<file path="config.mk">
export PLATFORM = sky130hd
export DESIGN_NAME = mem_req_ctrl
export DESIGN_NICKNAME = d
export VERILOG_FILES = /design/src/rtl/wisc_mem_pkg.sv /design/src/rtl/mem_wait_cnt.sv /design/src/rtl/mem_req_ctrl.sv
export SDC_FILE = /design/constraint.sdc
export NUM_CORES = 1
export LEC_CHECK = 0
export ABC_CLOCK_PERIOD_IN_PS = 2500
export CAP_MARGIN = 20
export CORE_MARGIN = 2
export CORE_UTILIZATION = 47
export CTS_BUF_LIST = sky130_fd_sc_hd__clkbuf_8
export DETAILED_ROUTE_END_ITERATION = 10
export HOLD_SLACK_MARGIN = 0.02
export PLACE_DENSITY_LB_ADDON = 0.15
export SETUP_SLACK_MARGIN = 0.4
export SLEW_MARGIN = 20
export SYNTH_ARGS = -nofsm -noshare
export SYNTH_HDL_FRONTEND = slang
export SYNTH_SLANG_ARGS = --single-unit
</file>
<file path="constraint.sdc">
create_clock -name clk -period 2.5 [get_ports clk]
set_input_delay 0.375 -clock clk [delete_from_list [all_inputs] [get_ports clk]]
set_output_delay 0.375 -clock clk [all_outputs]
set_load 0.02 [all_outputs]
</file>
<file path="src/rtl/wisc_mem_pkg.sv">
// Shared types and constants for the M-stage memory request controller.
package wisc_mem_pkg;
    localparam int MEM_MAX_WAIT_DEF = 15;
    localparam int MEM_CNT_W        = 8;

    typedef enum logic [1:0] {
        ST_IDLE = 2'd0,
        ST_BUSY = 2'd1,
        ST_DONE = 2'd2,
        ST_HALT = 2'd3
    } mem_state_e;
endpackage

</file>
<file path="src/rtl/mem_wait_cnt.sv">
// Saturating wait counter for the BUSY phase; at_limit_o flags the timeout point.
module mem_wait_cnt
    import wisc_mem_pkg::*;
#(
    parameter int LIMIT = MEM_MAX_WAIT_DEF
) (
    input  logic clk,
    input  logic rst,
    input  logic clr_i,
    input  logic en_i,
    output logic at_limit_o
);
    localparam logic [MEM_CNT_W-1:0] LIM = MEM_CNT_W'(LIMIT);

    logic [MEM_CNT_W-1:0] cnt_q, cnt_d;

    always_comb begin
        cnt_d = cnt_q;
        if (clr_i)
            cnt_d = '0;
        else if (en_i && cnt_q != LIM)
            cnt_d = cnt_q + 1'b1;
    end

    always_ff @(posedge clk) begin
        if (!rst) cnt_q <= '0;
        else      cnt_q <= cnt_d;
    end

    assign at_limit_o = (cnt_q == LIM);
endmodule

</file>
<file path="src/rtl/mem_req_ctrl.sv">
// M-stage memory request controller: one outstanding access, timeout, halt/dump.
// Optional alignment error on odd addresses when MEM_ALIGN_CHECK_EN is defined.
module mem_req_ctrl
    import wisc_mem_pkg::*;
#(
    parameter int MAX_WAIT = MEM_MAX_WAIT_DEF
) (
    input  logic        clk,
    input  logic        rst,
    input  logic [15:0] dataAddrM,
    input  logic [15:0] wrtDataM,
    input  logic        memWrtM,
    input  logic        readEnM,
    input  logic        createDumpM,
    output logic        mem_en,
    output logic        mem_wr,
    output logic [15:0] mem_addr,
    output logic [15:0] mem_wdata,
    input  logic [15:0] mem_rdata,
    input  logic        mem_done,
    output logic        stallM,
    output logic        validM,
    output logic [15:0] readDataM,
    output logic        errM,
    output logic        haltM
);
    mem_state_e  state_q, state_d;
    logic [15:0] addr_q, addr_d, wdata_q, wdata_d, rdata_q, rdata_d;
    logic        wr_q, wr_d, err_q, err_d;
    logic        cnt_clr, cnt_en, at_limit;
    logic        one_req, misalign;

`ifdef MEM_ALIGN_CHECK_EN
    assign misalign = dataAddrM[0];
`else
    assign misalign = 1'b0;
`endif

    assign one_req = readEnM ^ memWrtM;

    mem_wait_cnt #(.LIMIT(MAX_WAIT)) u_wait_cnt (
        .clk        (clk),
        .rst        (rst),
        .clr_i      (cnt_clr),
        .en_i       (cnt_en),
        .at_limit_o (at_limit)
    );

    // Counter also ticks on the IDLE->BUSY edge so it equals the number of
    // BUSY cycles spent, including the current one.
    always_comb begin
        state_d = state_q;
        addr_d  = addr_q;
        wdata_d = wdata_q;
        wr_d    = wr_q;
        err_d   = err_q;
        rdata_d = rdata_q;
        cnt_clr = 1'b0;
        cnt_en  = 1'b0;
        stallM  = 1'b0;
        mem_en  = 1'b0;
        case (state_q)
            ST_IDLE: if (rst) begin
                if (one_req && !misalign) begin
                    stallM  = 1'b1;
                    addr_d  = dataAddrM;
                    wdata_d = wrtDataM;
                    wr_d    = memWrtM;
                    cnt_en  = 1'b1;
                    state_d = ST_BUSY;
                end else if (readEnM || memWrtM) begin
                    stallM  = 1'b1;
                    err_d   = 1'b1;
                    state_d = ST_DONE;
                end else if (createDumpM) begin
                    state_d = ST_HALT;
                end
            end
            ST_BUSY: begin
                mem_en = 1'b1;
                stallM = 1'b1;
                cnt_en = 1'b1;
                if (mem_done) begin
                    if (!wr_q) rdata_d = mem_rdata;
                    err_d   = 1'b0;
                    state_d = ST_DONE;
                end else if (at_limit) begin
                    err_d   = 1'b1;
                    state_d = ST_DONE;
                end
            end
            ST_DONE: begin
                cnt_clr = 1'b1;
                state_d = ST_IDLE;
            end
            default: ;
        endcase
    end

    always_ff @(posedge clk) begin
        if (!rst) begin
            state_q <= ST_IDLE;
            addr_q  <= '0;
            wdata_q <= '0;
            wr_q    <= 1'b0;
            err_q   <= 1'b0;
            rdata_q <= '0;
        end else begin
            state_q <= state_d;
            addr_q  <= addr_d;
            wdata_q <= wdata_d;
            wr_q    <= wr_d;
            err_q   <= err_d;
            rdata_q <= rdata_d;
        end
    end

    assign mem_wr    = wr_q;
    assign mem_addr  = addr_q;
    assign mem_wdata = wdata_q;
    assign validM    = (state_q == ST_DONE);
    assign errM      = validM & err_q;
    assign readDataM = rdata_q;
    assign haltM     = (state_q == ST_HALT);
endmodule

</file>
# Yosys cells after proc, flatten, opt, wreduce, memory -nomap -nowiden
# Cells that the tools add are included.
word_totals:
  inputBits: 54
  regBits: 60
  output_inout_bits: 54
  word_cells: 51
op_classes:
  eq_ne: 9
  n_mux: 20
  reduce_logical: 10
  n_bitwise: 4
  addsub: 1
op_table:
  columns: ["op", "count"]
  rows:
  - ["$mux 1", 11]
  - ["$mux 2", 5]
  - ["$add 8x1->8 const B", 1]
  - ["$eq 8x4->1 const B", 1]
  - ["$ne 8x4->1 const B", 1]
  - ["$pmux 1 s2", 3]
  - ["$pmux 2 s3", 1]
  - ["$reduce_and 3->1", 2]
  - ["$eq 2x2->1 const B", 2]
  - ["$ne 2x2->1 const B", 2]
  - ["$ne 4x4->1 const B", 1]
  - ["$reduce_and 4->1", 1]
  - ["$ne 3x3->1 const B", 1]
  - ["$reduce_bool 3->1", 1]
  - ["$eq 2x1->1 const B", 1]
  - ["$logic_not 2->1", 1]
  - ["$not 1->1", 2]
  - ["$reduce_and 2->1", 1]
  - ["$reduce_bool 2->1", 1]
  - ["$reduce_or 2->1", 1]
  - ["$and 1x1->1", 1]
  - ["$logic_and 1x1->1", 1]
  - ["$logic_or 1x1->1", 1]
  - ["$xor 1x1->1", 1]

# Longest topological paths before layout
depth:
  ltp_word: 5
  ltp_mapped: 8
  mapped_depth_nobuf: 6

# Cells and area by module
# From an unflattened synthesis, not the netlist that was laid out.
unflattened:
  cells_unflattened: 302
  area_unflattened_um2: 2577.5
by_module_without_submodules:
  columns: ["mod", "n_inst", "cells_per_inst", "seq_area_each_um2", "area_per_inst_um2"]
  rows:
  - ["mem_req_ctrl", 1, 254, 1041.0, 2159.6]
  - ["mem_wait_cnt", 1, 48, 160.2, 417.9]

# Worst setup path after synthesis
# OpenSTA, ideal clock, no wires.
synth_path:
  path_kind: "register to register"
  from: "register state_q[1]"
  to: "register rdata_q[10], in the netlist readDataM[10]"
  required_ps: 2378
  setup_slack_ps: 771
  setup_ps: 122
  stages_incl_launch_ff: 9
  period_less_slack_ps: 1729
  n_path_buf: 2
  t_arrival_ps: 1607
  path_cell_list: "dfxtp_1 -> inv_1 -> ha_1 -> nand2_1 -> or2_2 -> clkbuf_1 -> buf_2 -> nand2_1 -> a21boi_0"
synth_between:
  elab_chain_len: 2
synth_rtl:
  columns: ["element", "line", "rtl"]
  rows:
  - ["start, declared", "mem_req_ctrl.sv:27", "mem_state_e state_q, state_d;"]
  - ["start signal, assigned", "mem_req_ctrl.sv:109", "state_q <= state_d;"]
  - ["$eq 2x1->1", "mem_req_ctrl.sv:62", "case (state_q)"]
  - ["$reduce_and 3->1 (no line)", null, null]
  - ["end signal, assigned", "mem_req_ctrl.sv:114", "rdata_q <= rdata_d;"]
  - ["end, declared", "mem_req_ctrl.sv:28", "logic [15:0] addr_q, addr_d, wdata_q, wdata_d, rdata_q, rdata_d;"]
# Every way passes these cells.
# A chain may end at the register's enable or synchronous reset.

# Final worst setup path
layout_path:
  from: "input memWrtM"
  to: "output stallM"
layout_between:
  elab_chain_len: 5
  word_cells_on_any_way: 6
  cone_classes: "4 x mux; 1 x bitwise; 1 x reduce/logical"
layout_rtl:
  columns: ["element", "line", "rtl"]
  rows:
  - ["start, declared", "mem_req_ctrl.sv:12", "input logic memWrtM,"]
  - ["$logic_or 1x1->1", "mem_req_ctrl.sv:71", "end else if (readEnM || memWrtM) begin"]
  - ["$mux 1", "mem_req_ctrl.sv:71", null]
  - ["$mux 1 *", "mem_req_ctrl.sv:64", "if (one_req && !misalign) begin"]
  - ["$mux 1 *", "mem_req_ctrl.sv:63", "ST_IDLE: if (rst) begin"]
  - ["$pmux 1 s2 *", "mem_req_ctrl.sv:62", null]
  - ["end, declared", "mem_req_ctrl.sv:21", "output logic stallM,"]
# Every way passes the cells marked *; elsewhere a longest branch is shown, timed or not.

==> run metrics <==
top cells by count, synth nand2_1, dfxtp_1, a21boi_0, clkbuf_1, nor2_1; Critical R2R Capture u_wait_cnt.cnt_q[7]; overall die area 0.00595 mm^2; Hold Path Class reg -> reg; drt via density 4.88; hold_buf cts 0; Hold Crit Depth 2; final hold vios 0; Setup TNS 0 ns; CP max stage delay 0.52 ns; Post-synth ARST share 0%; count of buffer and inverter cells on the critical path 3; Synth area leaders dfxtp_1, nand2_1, a21boi_0, ha_1, clkbuf_1; First-pass DRT Iterations 4; critical path's top delay family buffers and inverters; met1 usage 23.9%; busiest grt layer met2; synth warn 0; Power Total 3.34 mW; Clock Power Share about 24%; Hold Path End readDataM[3]; fin crit share between 80 and 90%; nets about 460; post-synth top area share between 40% and 50%; Crit. End Element primary output; TritonCTS Buffers 9; ANT cells 0; switching share of total power a little over a third; CP max-delay cell clkdlybuf4s50_1; DR iter-0 viols 50; Slew headroom roughly 70%; Max VDD drop 441 uV; Core Area 0.00514 mm^2; GPL Wtd Cong 0.777; largest net degree at the start of global routing 56; root buffer cell clkbuf_8; initial antenna violation count 0; CTS tree done; DR WL/cell 12.8 um; synthesized cell area 0.00251 mm^2; dpl hpwl 4240 um; status complete, no violations; switching pwr roughly 1.2 mW; Clock Skew slightly below 0.008 ns; dpl cells between 400 and 500; flop2flop setup slack ~0.82 ns; DR vias approximately 2300; clk_lat worst skew between 0.3 and 0.4 ns; I/O Pins 108; layout cells sized above 1 between 6 and 7%; non-filler cells, final roughly 480; Synth area leader dfxtp_1; # rows 26; first-pass GRT wire length between 10000 and 15000 um; Die Y-Extent about 77 um; area of the multi-input gates 0.00123 mm^2; Post-synth EDFFs 0; # DRC 0; Layout area overhead 52.9%; Starting Density around 49%; final critical path time including I/O delays and setup 2.03 ns; PD cells between 800 and 900 mW/mm^2; count leader, synth nand2_1; vias in the first global route 2278; crit path kind in -> out; min-delay src readDataM[3]; Mapped Cells between 200 and 300; grt ovf 0; Critical Path Fanout Max 3; register area share after synthesis approximately 48%; Sequential Power Share approximately 37%; commonest register cell after synthesis dfxtp_1; critical path cell sequence clkdlybuf4s50_1 -> inv_1 -> ha_1 -> o21bai_1 -> dlygate4sd2_1; Max-Cap Viols 0; Yosys cell types 33; CTS H-tree depth 3; Max Slew Vio Count 0; internal power around 2.2 mW; clk slew on worst S/H paths roughly 0.06 ns; Avg Cell Area, Syn about 8.5 um^2; total length of routed wires between 6000 and 7000 um; setup slack after placement a little under 0.2 ns; PnR worst setup slack between 0.4 and 0.5 ns; fill count 413; RSZ-0062 raised after global routing false; met3 Use GR roughly 8%; met2 Use GR between 30% and 40%; # setup viols final 0; Worst Tran Pin Value between 0.4 and 0.5 ns; R2R Path Start state_q[0]; reg2reg path depth 6; buffers added on ports between 100 and 150; Max Root-Sink Buffers 2; ANT nets after route 0; Die X 77.2 um; P_leak between 1 and 1.5 nW; Comb pwr share 38.8%; GRT Total Usage 21.3%; post-CTS setup buffer count 0; Worst Setup Start Kind input port; max frequency ~0.49 GHz; syn_nets around 360; FF+latch area approximately 0.0012 mm^2; Req. time, crit path between 2 and 2.5 ns; Synth Register Bits 60; Worst EP arrival between 1.5 and 2 ns; Clock Sinks 60
-- flip-flops by register name, indices dropped and copies added, names as in the netlist --
register / count
readDataM: 16
mem_wdata: 16
err_q: 1
u_wait_cnt.cnt_q: 8
mem_addr: 16
state_q: 2
mem_wr: 1
-- per-stage QoR --
stage / instance area [um^2] / util, % / hold slack [ns]
after global placement: 3660 / 71.2 / 0.440
final: 3840 / 74.8 / 0.461
after global routing: 3840 / 74.8 / 0.484
after detailed placement: 3660 / 71.2 / 0.452
after CTS: 3840 / 74.8 / 0.465
after floorplan: 2510 / - / 0.486
-- power groups by stage --
stage	clock [mW]	combinational, mW	sequential, mW
2_1_floorplan	0	0.563	1.42
3_3_place_gp	0	1.30	1.25
3_5_place_dp	0	1.32	1.26
4_1_cts	0.831	1.32	1.24
5_1_grt	0.871	1.42	1.26
6_report	0.809	1.30	1.24
-- how the worst max path moves through the flow --
| stage | start | endpoint | slack (ns) | depth (start not counted) |
|---|---|---|---|---|
| final | memWrtM | stallM | 0.47 | 5 |
| after global routing | state_q[0] | stallM | 0.41 | 5 |
| after CTS | state_q[0] | mem_en | 0.46 | 2 |
| after detailed placement | memWrtM | u_wait_cnt.cnt_q[7] | 0.20 | 7 |
| after global placement | memWrtM | stallM | 0.26 | 5 |
| after floorplan | state_q[1] | readDataM[10] | 0.77 | 8 |
-- layout make-up --
type | count | share of cell area, %
Multi-Input combinational cell | 214 | 32.0
Sequential cell | 60 | 31.2
Timing Repair Buffer | 111 | 29.3
Clock buffer | 9 | 3.22
Tap cell | 70 | 2.28
Clock inverter | 7 | 1.56
Inverter | 4 | 0.390
-- cell usage in the layout (no fill, tap or decap), types with 2 or more instances in the layout --
cell and instances:
mux2i_1 4, clkdlybuf4s50_1 104, a21oi_1 2, buf_12 2, nand3_1 2, a211oi_1 2, ha_1 8, dlygate4sd2_1 2
and2_1 2, clkinv_2 3, nor3b_1 2, clkbuf_8 9, o21ai_0 2, nor2_1 11, a21boi_0 50, dfxtp_1 60
buf_4 2, inv_1 6, xnor2_1 4, nor2b_1 2, nand2b_1 2, nand2_1 106
-- metal layers --
metal	vias to the layer above	share of wire (%)
li1	1177	-
met1	1064	42
met2	69	49
met3	8	7.7
met4	0	1.4
met5	-	0
-- logic make-up after synthesis --
group,Yosys count,synth area share (%)
AND/OR/NAND/NOR,135,22.7
AO/OA/AOI/OAI,62,18.7
flip-flops,60,47.8
buffers and inverters,21,3.38
adder cells (fa/ha/maj),9,4.48
XOR/XNOR,4,1.39
multiplexers,4,1.59
-- worst register-to-register path, stage by stage (launching register included) --
cell and delay, ns:
dfxtp_1 0.35, inv_1 0.10, ha_1 0.28, a31oi_2 0.22, nor4b_1 0.40, xnor2_1 0.16, nor2_1 0.05
-- repair_timing --
item | in CTS | in global routing
endpoints found under the hold margin | 0 | 0
gates resized for setup | 3 | 1
endpoints found under the setup margin | 3 | 1
(Power assumes the default switching activity.)
